<file path="config.mk">
export PLATFORM = sky130hd
export DESIGN_NAME = vga_fb_fill_engine_flat
export DESIGN_NICKNAME = d
export VERILOG_FILES = /design/src/rtl/vga_fb_fill_engine_if.sv /design/src/rtl/vga_fb_fill_engine.sv /design/src/flat_wrapper.sv
export SDC_FILE = /design/constraint.sdc
export NUM_CORES = 1
export LEC_CHECK = 0
export BUFFER_PORTS_ARGS = -buffer_cell sky130_fd_sc_hd__buf_4
export CAP_MARGIN = 0
export CORE_MARGIN = 2
export CORE_UTILIZATION = 30
export CTS_BUF_LIST = sky130_fd_sc_hd__clkbuf_2 sky130_fd_sc_hd__clkbuf_4 sky130_fd_sc_hd__clkbuf_8
export DETAILED_ROUTE_END_ITERATION = 12
export SYNTH_ARGS = -nofsm -noshare
export SYNTH_HDL_FRONTEND = slang
export SYNTH_SLANG_ARGS = --single-unit
</file>
<file path="constraint.sdc">
create_clock -name sys_clk_i -period 7.1 [get_ports sys_clk_i]
set_clock_uncertainty 0.05 [all_clocks]
set_input_delay 1.42 -clock sys_clk_i [delete_from_list [all_inputs] [get_ports sys_clk_i]]
set_output_delay 1.42 -clock sys_clk_i [all_outputs]
set_load 0.01 [all_outputs]
</file>
<file path="src/rtl/vga_fb_fill_engine_if.sv">
// rtl/vga_fb_fill_engine_if.sv - fill-command and RAM write-port bundle for vga_fb_fill_engine
interface vga_fb_fill_engine_if #(
  parameter int SCREEN_WIDTH  = 640,
  parameter int SCREEN_HEIGHT = 480,
  parameter int COLOR_DEPTH   = 8
);
  localparam int XW = $clog2(SCREEN_WIDTH);
  localparam int YW = $clog2(SCREEN_HEIGHT);
  localparam int PW = $clog2(SCREEN_WIDTH * SCREEN_HEIGHT);
  localparam int CW = 3 * COLOR_DEPTH;

  logic          cmd_valid;
  logic          cmd_ready;
  logic [XW-1:0] cmd_x;
  logic [YW-1:0] cmd_y;
  logic [XW:0]   cmd_w;
  logic [YW:0]   cmd_h;
  logic [CW-1:0] cmd_color;
  logic          wr_en;
  logic [PW:0]   wr_addr;
  logic [CW-1:0] wr_data;

  modport master (
    output cmd_valid, cmd_x, cmd_y, cmd_w, cmd_h, cmd_color,
    input  cmd_ready, wr_en, wr_addr, wr_data
  );

  modport slave (
    input  cmd_valid, cmd_x, cmd_y, cmd_w, cmd_h, cmd_color,
    output cmd_ready, wr_en, wr_addr, wr_data
  );
endinterface

</file>
<file path="src/rtl/vga_fb_fill_engine.sv">
// rtl/vga_fb_fill_engine.sv - double-buffered rectangle-fill writer into the back frame-buffer bank
// FB_CLIP_EN: clip out-of-bounds rectangles to the screen instead of rejecting them with cmd_err.
module vga_fb_fill_engine #(
  parameter int SCREEN_WIDTH  = 640,
  parameter int SCREEN_HEIGHT = 480,
  parameter int COLOR_DEPTH   = 8
) (
  input  logic                  sys_clk_i,
  input  logic                  reset_i,
  vga_fb_fill_engine_if.slave   fb,
  input  logic                  swap_req_i,
  input  logic                  frame_start_i,
  output logic                  front_bank_o,
  output logic                  swap_pending_o,
  output logic                  busy_o,
  output logic                  cmd_err_o
);
  localparam int XW = $clog2(SCREEN_WIDTH);
  localparam int YW = $clog2(SCREEN_HEIGHT);
  localparam int PW = $clog2(SCREEN_WIDTH * SCREEN_HEIGHT);
  localparam int CW = 3 * COLOR_DEPTH;

  typedef enum logic {IDLE = 1'b0, FILL = 1'b1} state_e;

  state_e        state_q, state_d;
  logic [PW-1:0] addr_q, addr_d, row_base_q, row_base_d;
  logic [XW:0]   col_left_q, col_left_d, width_q, width_d;
  logic [YW:0]   row_left_q, row_left_d;
  logic [CW-1:0] color_q, color_d;
  logic          bank_q, bank_d, wr_en_q, wr_en_d, err_q, err_d;
  logic          front_q, front_d, pend_q, pend_d;

  logic          accept, reject, empty, last_px;
  logic          x_ge, y_ge, x_over, y_over;
  logic [XW+1:0] x_end;
  logic [YW+1:0] y_end;
  logic [XW:0]   eff_w;
  logic [YW:0]   eff_h;
  logic [PW-1:0] start_addr;

  assign accept  = fb.cmd_valid && fb.cmd_ready;
  assign last_px = (col_left_q == '0) && (row_left_q == '0);

  // Bounds are evaluated one bit wider than the operands so the sums cannot wrap.
  always_comb begin
    x_end  = (XW+2)'(fb.cmd_x) + (XW+2)'(fb.cmd_w);
    y_end  = (YW+2)'(fb.cmd_y) + (YW+2)'(fb.cmd_h);
    x_ge   = (XW+2)'(fb.cmd_x) >= (XW+2)'(SCREEN_WIDTH);
    y_ge   = (YW+2)'(fb.cmd_y) >= (YW+2)'(SCREEN_HEIGHT);
    x_over = x_end > (XW+2)'(SCREEN_WIDTH);
    y_over = y_end > (YW+2)'(SCREEN_HEIGHT);
`ifdef FB_CLIP_EN
    eff_w  = x_over ? (XW+1)'((XW+2)'(SCREEN_WIDTH) - (XW+2)'(fb.cmd_x)) : fb.cmd_w;
    eff_h  = y_over ? (YW+1)'((YW+2)'(SCREEN_HEIGHT) - (YW+2)'(fb.cmd_y)) : fb.cmd_h;
    reject = 1'b0;
    empty  = x_ge || y_ge || (eff_w == '0) || (eff_h == '0);
`else
    eff_w  = fb.cmd_w;
    eff_h  = fb.cmd_h;
    reject = x_ge || y_ge || x_over || y_over;
    empty  = (eff_w == '0) || (eff_h == '0);
`endif
    start_addr = PW'(fb.cmd_y) * PW'(SCREEN_WIDTH) + PW'(fb.cmd_x);
  end

  always_ff @(posedge sys_clk_i) begin
    if (reset_i) state_q <= IDLE;
    else         state_q <= state_d;
  end

  always_comb begin
    state_d = state_q;
    case (state_q)
      IDLE: if (accept && !reject)      state_d = FILL;
      FILL: if (!wr_en_q || last_px)    state_d = IDLE;
      default:                          state_d = IDLE;
    endcase
  end

  always_comb begin
    busy_o       = (state_q == FILL);
    fb.cmd_ready = (state_q == IDLE) && !pend_q && !reset_i;
  end

  always_comb begin
    addr_d     = addr_q;
    row_base_d = row_base_q;
    col_left_d = col_left_q;
    row_left_d = row_left_q;
    width_d    = width_q;
    color_d    = color_q;
    bank_d     = bank_q;
    wr_en_d    = wr_en_q;
    err_d      = 1'b0;
    if (accept) begin
      if (reject) begin
        err_d = 1'b1;
      end else begin
        wr_en_d    = !empty;
        addr_d     = start_addr;
        row_base_d = start_addr;
        width_d    = eff_w;
        col_left_d = eff_w - (XW+1)'(1);
        row_left_d = eff_h - (YW+1)'(1);
        color_d    = fb.cmd_color;
        bank_d     = ~front_q;
      end
    end else if (wr_en_q) begin
      if (col_left_q != '0) begin
        addr_d     = addr_q + PW'(1);
        col_left_d = col_left_q - (XW+1)'(1);
      end else if (row_left_q != '0) begin
        row_base_d = row_base_q + PW'(SCREEN_WIDTH);
        addr_d     = row_base_q + PW'(SCREEN_WIDTH);
        col_left_d = width_q - (XW+1)'(1);
        row_left_d = row_left_q - (YW+1)'(1);
      end else begin
        wr_en_d = 1'b0;
      end
    end
  end

  // A swap is only taken while idle, so a frame is never shown half drawn.
  always_comb begin
    front_d = front_q;
    pend_d  = pend_q;
    if (frame_start_i && pend_q && (state_q == IDLE)) begin
      front_d = ~front_q;
      pend_d  = 1'b0;
    end else if (swap_req_i && !pend_q) begin
      pend_d = 1'b1;
    end
  end

  always_ff @(posedge sys_clk_i) begin
    if (reset_i) begin
      addr_q     <= '0;
      row_base_q <= '0;
      col_left_q <= '0;
      row_left_q <= '0;
      width_q    <= '0;
      color_q    <= '0;
      bank_q     <= 1'b0;
      wr_en_q    <= 1'b0;
      err_q      <= 1'b0;
      front_q    <= 1'b0;
      pend_q     <= 1'b0;
    end else begin
      addr_q     <= addr_d;
      row_base_q <= row_base_d;
      col_left_q <= col_left_d;
      row_left_q <= row_left_d;
      width_q    <= width_d;
      color_q    <= color_d;
      bank_q     <= bank_d;
      wr_en_q    <= wr_en_d;
      err_q      <= err_d;
      front_q    <= front_d;
      pend_q     <= pend_d;
    end
  end

  assign fb.wr_en       = wr_en_q;
  assign fb.wr_addr     = {bank_q, addr_q};
  assign fb.wr_data     = color_q;
  assign front_bank_o   = front_q;
  assign swap_pending_o = pend_q;
  assign cmd_err_o      = err_q;
endmodule

</file>
<file path="src/flat_wrapper.sv">
// flat-port wrapper written by rule: the top's interface ports become plain ports
module vga_fb_fill_engine_flat 
#(
  parameter int SCREEN_WIDTH  = 640,
  parameter int SCREEN_HEIGHT = 480,
  parameter int COLOR_DEPTH   = 8
)
  (sys_clk_i, reset_i, swap_req_i, frame_start_i, front_bank_o, swap_pending_o, busy_o, cmd_err_o, fb_cmd_valid, fb_cmd_x, fb_cmd_y, fb_cmd_w, fb_cmd_h, fb_cmd_color, fb_cmd_ready, fb_wr_en, fb_wr_addr, fb_wr_data);
  vga_fb_fill_engine_if #(.SCREEN_WIDTH(SCREEN_WIDTH), .SCREEN_HEIGHT(SCREEN_HEIGHT), .COLOR_DEPTH(COLOR_DEPTH)) fb_i ();
  input  logic sys_clk_i;
  input  logic reset_i;
  input  logic swap_req_i;
  input  logic frame_start_i;
  output logic front_bank_o;
  output logic swap_pending_o;
  output logic busy_o;
  output logic cmd_err_o;
  input wire logic [$bits(fb_i.cmd_valid)-1:0] fb_cmd_valid;
  input wire logic [$bits(fb_i.cmd_x)-1:0] fb_cmd_x;
  input wire logic [$bits(fb_i.cmd_y)-1:0] fb_cmd_y;
  input wire logic [$bits(fb_i.cmd_w)-1:0] fb_cmd_w;
  input wire logic [$bits(fb_i.cmd_h)-1:0] fb_cmd_h;
  input wire logic [$bits(fb_i.cmd_color)-1:0] fb_cmd_color;
  output wire logic [$bits(fb_i.cmd_ready)-1:0] fb_cmd_ready;
  output wire logic [$bits(fb_i.wr_en)-1:0] fb_wr_en;
  output wire logic [$bits(fb_i.wr_addr)-1:0] fb_wr_addr;
  output wire logic [$bits(fb_i.wr_data)-1:0] fb_wr_data;
  assign fb_i.cmd_valid = fb_cmd_valid;
  assign fb_i.cmd_x = fb_cmd_x;
  assign fb_i.cmd_y = fb_cmd_y;
  assign fb_i.cmd_w = fb_cmd_w;
  assign fb_i.cmd_h = fb_cmd_h;
  assign fb_i.cmd_color = fb_cmd_color;
  assign fb_cmd_ready = fb_i.cmd_ready;
  assign fb_wr_en = fb_i.wr_en;
  assign fb_wr_addr = fb_i.wr_addr;
  assign fb_wr_data = fb_i.wr_data;
  vga_fb_fill_engine #(.SCREEN_WIDTH(SCREEN_WIDTH), .SCREEN_HEIGHT(SCREEN_HEIGHT), .COLOR_DEPTH(COLOR_DEPTH)) u_core (.sys_clk_i(sys_clk_i), .reset_i(reset_i), .fb(fb_i), .swap_req_i(swap_req_i), .frame_start_i(frame_start_i), .front_bank_o(front_bank_o), .swap_pending_o(swap_pending_o), .busy_o(busy_o), .cmd_err_o(cmd_err_o));
endmodule
</file>
## Word-level counts from Yosys, hierarchy flattened

Index checks and enable logic that the tools add are counted.

| word-level totals | value |
|---|---|
| register bits after elaboration | 100 |
| bits of input ports | 69 |
| output and inout bits | 50 |
| word-level logic and storage cells | 92 |

| operators by class | value |
|---|---|
| add/sub/neg operators | 10 |
| multiply operators | 1 |
| $lt $le $gt $ge | 4 |
| equal/unequal tests | 2 |
| mux-type cells | 27 |
| bitwise logic cells | 4 |
| reduce and logical (&&, ||, !) cells | 32 |

Operators by type and width:

| cell | count |
|---|---|
| two-way mux 19 bit | 8 |
| two-way mux 11 bit | 5 |
| two-way mux 10 bit | 5 |
| subtractor 11 x 1 -> 11 bit (second input constant) | 3 |
| logical NOT 11 bit | 2 |
| logical NOT 10 bit | 2 |
| subtractor 10 x 1 -> 10 bit (second input constant) | 2 |
| adder 19 x 1 -> 19 bit (second input constant) | 1 |
| adder 19 x 10 -> 19 bit | 1 |
| adder 19 x 10 -> 19 bit (second input constant) | 1 |
| adder 10 x 11 -> 12 bit | 1 |
| greater-than comparator 12 x 10 -> 1 bit (second input constant) | 1 |
| multiplier 9 x 3 -> 12 bit (second input constant) | 1 |
| adder 9 x 10 -> 11 bit | 1 |
| greater-than comparator 11 x 9 -> 1 bit (second input constant) | 1 |
| nonzero test 11 bit | 1 |
| >= comparator 10 bit (second input constant) | 1 |
| nonzero test 10 bit | 1 |
| >= comparator 9 bit (second input constant) | 1 |
| logical AND 1 bit | 8 |
| two-way mux 1 bit | 8 |
| logical NOT 1 bit | 5 |
| logical OR 1 bit | 5 |
| NOT 1 bit | 4 |
| 9 further kinds | 11 |

## Logic depth before layout (Yosys ltp)

Gate-level depths: netlist of run 1.

| logic depth | value |
|---|---|
| depth in word-level cells | 8 |
| depth in mapped cells | 14 |
| depth with buffers taken out | 12 |

## Worst setup path after synthesis of run 1

OpenSTA, ideal clock, no wires.

| timing | value |
|---|---|
| kind | input to register |
| start point | input port reset_i |
| end point | register u_core.row_left_q[8] |
| setup time | 0.086 ns |
| data arrival time | 4.764 ns |
| required time | 6.964 ns |
| path slack | 2.200 ns |
| stages | 14 |
| path buffers | 5 |
| cell sequence | clkbuf_1 -> nor4b_1 -> buf_2 -> buf_2 -> buf_1 -> buf_1 -> mux2i_1 -> ha_1 -> o21ai_1 -> nor2_1 -> o21a_1 -> nand2_1 -> a221o_1 -> a211oi_1 |

| between the ends | value |
|---|---|
| word-level cells in the longest chain between the ends | 5 |
| elaborated cells between the ends (all ways) | 9 |
| those cells by class | eq/ne: 2; mux: 1; reduce/logical: 6 |

Ends and longest elaborated chain:

| what | line | text |
|---|---|---|
| start: declaration | flat_wrapper.sv:11 | `input logic reset_i;` |
| logical NOT 1 bit | vga_fb_fill_engine.sv:82 | `fb.cmd_ready = (state_q == IDLE) && !pend_q && !reset_i;` |
| logical AND 1 bit | vga_fb_fill_engine.sv:82 |  |
| logical AND 1 bit | vga_fb_fill_engine.sv:41 | `assign accept = fb.cmd_valid && fb.cmd_ready;` |
| != test 2 x 1 -> 1 bit (no line) (tied with other cells) | - |  |
| AND reduction 4 bit (no line) | - |  |
| end signal: assignment | vga_fb_fill_engine.sv:152 | `row_left_q <= row_left_d;` |
| end: declaration | vga_fb_fill_engine.sv:28 | `logic [YW:0] row_left_q, row_left_d;` |

Parallel ways exist; a longest one is shown, timed or not.
A chain may end at the register's enable or synchronous reset.

## Worst setup path after layout of run 1

| timing | value |
|---|---|
| start point | input port fb_cmd_w[0] |
| end point | register u_core.addr_q[6] |

| between the ends | value |
|---|---|
| word-level cells in the longest chain between the ends | 6 |

Ends and longest elaborated chain:

| what | line | text |
|---|---|---|
| start: declaration | flat_wrapper.sv:21 | `input wire logic [$bits(fb_i.cmd_w)-1:0] fb_cmd_w;` |
| adder 10 x 11 -> 12 bit | vga_fb_fill_engine.sv:46 | `x_end = (XW+2)'(fb.cmd_x) + (XW+2)'(fb.cmd_w);` |
| greater-than comparator 12 x 10 -> 1 bit | vga_fb_fill_engine.sv:50 | `x_over = x_end > (XW+2)'(SCREEN_WIDTH);` |
| logical OR 1 bit (2 in series) | vga_fb_fill_engine.sv:60 | `reject = x_ge \|\| y_ge \|\| x_over \|\| y_over;` |
| != test 2 bit (no line) | - |  |
| AND reduction 3 bit (no line) | - |  |
| end signal: assignment | vga_fb_fill_engine.sv:149 | `addr_q <= addr_d;` |
| end: declaration | vga_fb_fill_engine.sv:26 | `logic [PW-1:0] addr_q, addr_d, row_base_q, row_base_d;` |

No other way between the ends.

==> metrics.log, run 1 <==
INFO  metric run_status = complete, no violations
INFO  metric final_hold_viol_count = 0
INFO  metric quantity_of_hold_fixing_buffers_added_after_cts = 0
INFO  metric fmaxAchievable = 0.1941 GHz
INFO  metric maxCapViolCount = 0
INFO  metric antenna_found_initial = 0
INFO  metric end_kind = register
INFO  metric grt_setup_unrepaired = no
INFO  metric die_x = 157.1 um
INFO  metric critical_path_peak_fanout = 29
INFO  metric worst_pin_slew = 1.126 ns
INFO  metric postPlaceCellArea = 8178 um2
INFO  metric cts_buffers = 9
INFO  metric drt_first_pass_iters = 5
INFO  metric clock_insertion_delay_worst_skew = 0.41 ns
INFO  metric syn-instance-count = 873
INFO  metric number_of_enable_type_register_cells_in_the_synthesized_netlist = 0
INFO  metric grt_max_degree = 54
INFO  metric tritoncts = done
INFO  metric worst_ep_required_time = 7.31 ns
INFO  metric synth.cells.most_frequent = 110 x nor2_1, 100 x dfxtp_1, 81 x a21oi_1
INFO  metric clock_path_buffers = 2
INFO  metric power-per-cell-area = 196.8 nW/um2
INFO  metric syn_to_final_growth = 19.27%
INFO  metric post_synth.cell_area_avg = 8.055 um2
INFO  metric ys_seq_area_share = 28.47%
INFO  metric tritoncts_sinks = 100
INFO  metric grt_util_all_layers = 17.49%
INFO  metric clkSlewWorstSetupHoldPaths = 0.11 ns
INFO  metric routed_wire_length_per_instance = 17.28 um
INFO  metric setup-tns-final = 0 ns
INFO  metric synth_cell_type_count = 73
INFO  metric synth.top_cells.by_area = dfxtp_1 28%, ha_1 7.1%, mux2i_1 6.7%
INFO  metric grt_pass1_vias = 6513
INFO  metric timing.max_slew.rel_slack = 24.96%
INFO  metric synth-seq-cells = 100
INFO  metric num_rows = 56
INFO  metric final_layout_size_suffix_gt1_share = 16.82%
INFO  metric die_height = 157.1 um
INFO  metric post_cts.repair.setup_buffers = 0
INFO  metric post-synth-top-count-cell = nor2_1
INFO  metric cts-root-buf = clkbuf_8
INFO  metric vdd_drop_max = 0.00009605 V
INFO  metric final_max_slew_viol_count = 0
INFO  metric initialDrtViolationCount = 516
INFO  metric route.detailed.vias_per_inst = 5.387
INFO  metric place_congestion = 0.8393
INFO  metric p_leak = 3.224 nW
INFO  metric insertedDiodeCount = 0
INFO  metric routed_wirelength = 22160 um
INFO  metric min_path_type = register to register
INFO  metric post_cts.resized_instances = 0
INFO  metric yosys.area.top_type = dfxtp_1
INFO  metric place.detailed.hpwl = 16340 um
INFO  metric timing_worst_setup_path_type = input pin to register
INFO  metric design.die.area = 24680 um2
INFO  metric postLayoutSetupSlackWorst = 1.948 ns
INFO  metric ys_async_sr_fraction = 0%
INFO  metric min_period = 5.152 ns
INFO  metric yosys_most_used_dff = dfxtp_1
INFO  metric drtAntennaViolNets = 0
INFO  metric cts.htree.levels = 3
INFO  metric yosys_warnings = 0
INFO  metric synth_largest_type_area_fraction = 28.47%
INFO  metric stdcell_area = 8387 um2
INFO  metric floorplan.core_area = 23260 um2
INFO  metric finish_stage_setup_viols = 0
INFO  metric synth.cell_area = 7032 um2
INFO  metric grt_pass1_wl = 34270 um
INFO  metric post-place-ws = 1.564 ns
INFO  metric portBuffers = 118
INFO  metric num_vias = 6906
INFO  metric effective_utilization_at_floorplan = 30.23%
INFO  metric nets = 1071
INFO  metric synth_nets = 986
INFO  metric grt_overflow = 0
INFO  metric critical_path_arrival = 5.36 ns
INFO  metric post-route-drc-count = 0
INFO  metric design.portCount = 119
INFO  metric final.period_utilization = 72.56%
INFO  metric final.hold.worst_slack = 0.4430 ns
INFO  metric start_kind = input pin
sequential cells by signal (all words and copies together), names as in the netlist, 10 cells and up:
| register | cells |
|---|---|
| u_core.addr_q | 19 |
| u_core.col_left_q | 11 |
| u_core.fb.wr_data | 24 |
| u_core.row_base_q | 19 |
| u_core.row_left_q | 10 |
| u_core.width_q | 11 |
cell type report:
type | count | area, um2
tap | 319 | 399.1
fill | 2473 | 14880
timing repair buffer | 129 | 968.4
clock inverter | 6 | 77.57
clock buffer | 10 | 131.4
inverter | 21 | 78.83
multi-input combinational | 697 | 4730
sequential | 100 | 2002
kinds of logic (layout without fill, tap and decap cells):
| family | count (synthesis) | in the layout | synth area share [%] |
|---|---|---|---|
| AOI/OAI and AO/OA | 264 | 264 | 25.23 |
| muxes | 50 | 50 | 7.171 |
| buffers and inverters | 76 | 166 | 4.484 |
| DFF | 100 | 100 | 28.47 |
| adders and majority gates | 44 | 44 | 8.256 |
| xor gates and xnor gates | 64 | 64 | 7.972 |
| and+or+nand+nor | 275 | 275 | 18.42 |
path summary, 6_finish.rpt:
check	from	end	slack, ns	depth (start not counted)
max	fb_cmd_w[0]	u_core.addr_q[6]$_SDFFE_PP0P_	1.95	14
min	u_core.col_left_q[4]$_SDFFE_PP0P_	u_core.col_left_q[4]$_SDFFE_PP0P_	0.44	2
max reg2reg	u_core.swap_pending_o$_SDFFE_PP0P_	u_core.col_left_q[8]$_SDFFE_PP0P_	3.96	10
min reg2reg	u_core.col_left_q[4]$_SDFFE_PP0P_	u_core.col_left_q[4]$_SDFFE_PP0P_	0.44	2
worst max-delay path, stage by stage:
cell and delay (ns):
buf_4 0.12, ha_1 0.22, fa_1 0.40, a211o_1 0.32
a221o_1 0.34, a211oi_1 0.27, mux2i_1 0.29, nand2b_1 0.19
o31ai_4 0.24, buf_4 0.35, inv_2 0.13, nor2_1 0.60
buf_4 0.34, a211oi_1 0.10
metal layers:
| layer | share of wire, % | global-route usage (%) | wire [um] | up-vias |
|---|---|---|---|---|
| li1 | - | - | - | 3388 |
| met4 | 2.0 | 5.022 | 445 | 0 |
| met3 | 6.8 | 3.497 | 1497 | 32 |
| met5 | 0 | 0 | 0 | - |
| met1 | 45 | 22.84 | 10060 | 3233 |
| met2 | 46 | 29.24 | 10150 | 253 |
where the power goes:
part           switching (W)  internal (W)  total [W]
Combinational       0.000353      0.000246   0.000600
Clock               0.000238      0.000175   0.000413
Sequential         0.0000434      0.000595   0.000638
placed cells by master (no fill, tap or decap), types with 31 or more instances in the layout:
master	netlist	final
o21ai_0	37	37
a211oi_1	47	47
ha_1	40	40
dfxtp_1	100	100
mux2i_1	47	47
buf_4	1	129
a21oi_1	81	81
xor2_1	33	33
nand2_1	50	50
nor3_1	34	34
nor2_1	110	110
xnor2_1	31	31
metrics by stage:
stage | utilization (%) | total power (W) | std cells
floorplan | - | 0.001044 | 873
global placement | 35.15 | 0.001238 | 1266
detailed placement | 35.15 | 0.001241 | 1266
CTS | 36.05 | 0.001655 | 1282
global route | 36.05 | 0.001744 | 1282
finish | 36.05 | 0.001650 | 1282
Note: power is estimated with default switching activity, not from simulation.
==> inputs of run 2 (changes only) <==
--- a/config.mk
+++ b/config.mk
@@ -5,6 +5,7 @@
 export SDC_FILE = /design/constraint.sdc
 export NUM_CORES = 1
 export LEC_CHECK = 0
+export ABC_AREA = 1
 export BUFFER_PORTS_ARGS = -buffer_cell sky130_fd_sc_hd__buf_4
 export CAP_MARGIN = 0
 export CORE_MARGIN = 2
==> constraint.sdc (replaced) <==
create_clock -name sys_clk_i -period 5 [get_ports sys_clk_i]
set_clock_uncertainty 0.05 [all_clocks]
set_input_delay 1 -clock sys_clk_i [delete_from_list [all_inputs] [get_ports sys_clk_i]]
set_output_delay 1 -clock sys_clk_i [all_outputs]
set_load 0.01 [all_outputs]
==> run 2 against run 1 <==
Worst hold slack worse by 0.041 ns. Combinational power increased by 97%. Routed wire length about the same. Critical path depth grew 4. Critical path type unchanged. Critical endpoint is now u_core.addr_q[11]$_SDFFE_PP0P_. Largest power group is now combinational cells. Highest routed layer unchanged.
==> metrics.log, run 2 <==
INFO  metric number_of_enable_type_register_cells_in_the_synthesized_netlist = 0 (unchanged)
INFO  metric worst_ep_required_time = 5.29 ns (-2.02 ns)
INFO  metric final.hold.worst_slack = 0.4023 ns (-0.04066 ns)
INFO  metric routed_wire_length_per_instance = 13.02 um (-25%)
INFO  metric cts.htree.levels = 3 (unchanged)
INFO  metric grt_max_degree = 63 (+17%)
INFO  metric power-per-cell-area = 290.7 nW/um2 (+48%)
INFO  metric syn_to_final_growth = 16.44%
INFO  metric start_kind = input pin
INFO  metric final_layout_size_suffix_gt1_share = 12.03% (-4.8 points)
INFO  metric die_x = 163.8 um (+4.3%)
INFO  metric post-route-drc-count = 0 (unchanged)
INFO  metric r2r_cells = 12 (+2)
INFO  metric setup.reg_to_reg.worst_slack = 1.69 ns (-2.27 ns)
INFO  metric synth_largest_type_area_fraction = 26.13% (-2.3 points)
INFO  metric grt_util_met2 = 27.16% (-2.1 points)
INFO  metric tritoncts = done
INFO  metric tritoncts_sinks = 100 (unchanged)
INFO  metric compound_gate_portion_of_the_synthesized_area = 12.15% (-13 points)
INFO  metric grt_pass1_vias = 7240 (+11%)
INFO  metric place.detailed.hpwl = 16610 um (+1.7%)
INFO  metric ys_async_sr_fraction = 0% (unchanged)
INFO  metric yosys.area.top_type = dfxtp_1
INFO  metric drt_first_pass_iters = 5 (unchanged)
INFO  metric nets = 1480 (+38%)
INFO  metric synth.cells.most_frequent = 412 x nand2_1, 151 x inv_1, 149 x nor2_1
INFO  metric effective_utilization_at_floorplan = 30.52% (+0.29 points)
INFO  metric final_common_cell = nand2_1
INFO  metric design.die.area = 26840 um2 (+8.7%)
INFO  metric ys_seq_area_share = 26.13% (-2.3 points)
INFO  metric grt_setup_unrepaired = no
INFO  metric floorplan.core_area = 25110 um2 (+7.9%)
INFO  metric final_max_slew_viol_count = 0 (unchanged)
INFO  metric postPlaceCellArea = 8743 um2 (+6.9%)
INFO  metric min_period = 3.484 ns
INFO  metric fmaxAchievable = 0.2871 GHz
INFO  metric leading_cell_types_in_the_layout_fill_and_taps_excluded = 412 x nand2_1, 151 x inv_1, 149 x nor2_1
INFO  metric synth_nets = 1392 (+41%)
INFO  metric die_height = 163.8 um (+4.3%)
INFO  metric clkSlewWorstSetupHoldPaths = 0.11 ns (about the same)
INFO  metric synth_simple_gate_area_share = 39.79% (+21 points)
INFO  metric grt_util_met3 = 2.677% (-0.82 points)
INFO  metric synthAdderAreaFrac = 7.577% (-0.68 points)
INFO  metric drtAntennaViolNets = 0 (unchanged)
INFO  metric grt_pass1_wl = 35980 um (+5.0%)
INFO  metric yosys_most_used_dff = dfxtp_1
INFO  metric cts-root-buf = clkbuf_8
INFO  metric synth-seq-cells = 100 (unchanged)
INFO  metric num_rows = 58 (+3.6%)
INFO  metric synth_top_family_by_area = simple AND/OR/NAND/NOR gates
INFO  metric quantity_of_hold_fixing_buffers_added_after_cts = 0 (unchanged)
INFO  metric worstSetupStartpoint = fb_cmd_h[0]
INFO  metric portBuffers = 118 (unchanged)
INFO  metric timing.rr.start = u_core.col_left_q[7]$_SDFFE_PP0P_
INFO  metric regArea = 2002 um2 (unchanged)
INFO  metric final_hold_viol_count = 0 (unchanged)
INFO  metric critical_path_peak_fanout = 47 (+62%)
INFO  metric clock_path_buffers = 2 (unchanged)
INFO  metric cts_buffers = 9 (unchanged)
INFO  metric timing_worst_setup_path_type = input pin to register
INFO  metric initialDrtViolationCount = 569 (+10%)
INFO  metric end_kind = register
INFO  metric grt_util_all_layers = 16.65% (-0.84 points)
INFO  metric timing.max_slew.rel_slack = 52.51% (+28 points)
INFO  metric insertedDiodeCount = 0 (unchanged)
INFO  metric synth_cell_type_count = 44 (-40%)
INFO  metric min_path_type = register to register
INFO  metric route.detailed.vias_per_inst = 4.733 (-12%)
INFO  metric run_status = complete, no violations
INFO  metric layout.core_utilization = 35.53% (-0.52 points)
INFO  metric final.period_utilization = 69.67%
INFO  metric post_synth.cell_area_avg = 5.991 um2 (-26%)
INFO  metric synth.cell_area = 7662 um2 (+9.0%)
INFO  metric stdcell_area = 8922 um2 (+6.4%)
INFO  metric worst_pin_slew = 0.7123 ns (-0.4133 ns)
INFO  metric layout.filler_cells = 2833 (+15%)
INFO  metric multiInputGateArea = 4801 um2 (+1.5%)
INFO  metric most_heavily_used_metal_layer_in_global_routing = met2
INFO  metric post_synth_mux_area_share = 0% (-7.2 points)
INFO  metric grt_overflow = 0 (unchanged)
INFO  metric vdd_drop_max = 0.0002075 V (+120%)
INFO  metric gr-usage-met1 = 22.26% (-0.58 points)
INFO  metric routed_wirelength = 22170 um (about the same)
INFO  metric finalNonFillerCells = 1702 (+33%)
INFO  metric yosys_warnings = 0 (unchanged)
INFO  metric setup-tns-final = 0 ns (unchanged)
INFO  metric clock_insertion_delay_worst_skew = 0.39 ns (-0.02 ns)
INFO  metric post_cts.repair.setup_buffers = 0 (unchanged)
INFO  metric design.portCount = 119 (unchanged)
INFO  metric antenna_found_initial = 0 (unchanged)
INFO  metric critical_path_arrival = 3.77 ns (-1.59 ns)
INFO  metric placed_cells = 1686 (+33%)
INFO  metric syn-instance-count = 1279 (+47%)
INFO  metric largest_reg_flops = 24 (unchanged)
INFO  metric place_congestion = 0.8762 (+4.4%)
INFO  metric synth.top_cells.by_area = dfxtp_1 26%, nand2_1 20%, inv_1 7.4%
INFO  metric p_leak = 4.505 nW (+40%)
INFO  metric finish_stage_setup_viols = 0 (unchanged)
INFO  metric maxCapViolCount = 0 (unchanged)
INFO  metric num_vias = 8056 (+17%)
INFO  metric post-synth-top-count-cell = nand2_1
INFO  metric post_cts.resized_instances = 0 (unchanged)
INFO  metric worst_setup_path_endpoint = u_core.addr_q[11]$_SDFFE_PP0P_
INFO  metric xor_and_xnor_fraction_of_the_mapped_netlist_area = 2.972% (-5.0 points)
INFO  metric regToRegEndpoint = u_core.addr_q[11]$_SDFFE_PP0P_
run 2: cell count changes after synthesis, moves of 16 or more:
cell,change
a211oi_1,-47
clkbuf_1,-17
inv_1,+131
mux2i_1,-47
nand2_1,+362
nand3_1,+76
nor2_1,+39
nor3_1,-19
o21ai_0,+19
xnor2_1,-22
xor2_1,-16
run 2: kinds of logic (layout without fill, tap and decap cells):
group | count (synthesis) | in the layout
simple gates | 731 | 731
buf+inv | 204 | 297
compound gates | 174 | 174
flops | 100 | 100
fa+ha+maj | 44 | 44
xor+xnor | 26 | 26
run 2: routing by layer:
metal  vias up  routed length (um)
met5         -                   0
li1       4263                   -
met3        37                 964
met4         0                 616
met1      3579               10550
met2       177               10040
run 2: final cells by class:
| type | instances | share of cell area, % |
|---|---|---|
| sequential | 100 | 22.44 |
| clock inverter | 6 | 0.5329 |
| multi-input combinational | 975 | 53.81 |
| clock buffer | 10 | 1.472 |
| timing repair buffer | 126 | 10.60 |
| inverter | 155 | 6.521 |
| tap | 330 | 4.628 |
run 2: how the worst min path moves through the flow:
| stage | from | endpoint | depth (start not counted) | slack (ns) |
|---|---|---|---|---|
| 4_1_cts | u_core.width_q[10]$_SDFFE_PP0P_ | u_core.width_q[10]$_SDFFE_PP0P_ | 2 | 0.40 |
| 3_3_place_gp | u_core.width_q[10]$_SDFFE_PP0P_ | u_core.width_q[10]$_SDFFE_PP0P_ | 2 | 0.39 |
| 2_1_floorplan | u_core.width_q[10]$_SDFFE_PP0P_ | u_core.width_q[10]$_SDFFE_PP0P_ | 2 | 0.37 |
| 3_5_place_dp | u_core.width_q[10]$_SDFFE_PP0P_ | u_core.width_q[10]$_SDFFE_PP0P_ | 2 | 0.39 |
| 6_report | u_core.width_q[10]$_SDFFE_PP0P_ | u_core.width_q[10]$_SDFFE_PP0P_ | 2 | 0.40 |
| 5_1_grt | u_core.width_q[10]$_SDFFE_PP0P_ | u_core.width_q[10]$_SDFFE_PP0P_ | 2 | 0.43 |
run 2: critical path, cell delays in order:
cell	delay, ns
buf_4	0.11
ha_1	0.23
inv_1	0.10
fa_1	0.40
inv_1	0.10
nand2_1	0.08
nand3_1	0.09
nand2_1	0.05
o21ai_0	0.20
nor2_1	0.08
nand2_1	0.15
nor2_2	0.08
nand3_4	0.14
buf_4	0.46
nand2_2	0.22
nand2_1	0.10
nand2_1	0.05
nor2_1	0.11
run 2: power by group:
part	internal, W	leakage [nW]	switching (W)	total (W)
Sequential	0.000852	0.809	0.0000488	0.000901
Clock	0.000193	0.0911	0.000321	0.000513
Combinational	0.000421	3.61	0.000759	0.00118
Total	0.00147	4.51	0.00113	0.00259
run 2: through the flow:
step | worst slack, ns | power (W)
2_1_floorplan | 1.829 | 0.001755
3_3_place_gp | 1.137 | 0.002087
3_5_place_dp | 1.120 | 0.002091
4_1_cts | 1.549 | 0.002618
5_1_grt | 1.264 | 0.002827
6_report | 1.516 | 0.002593
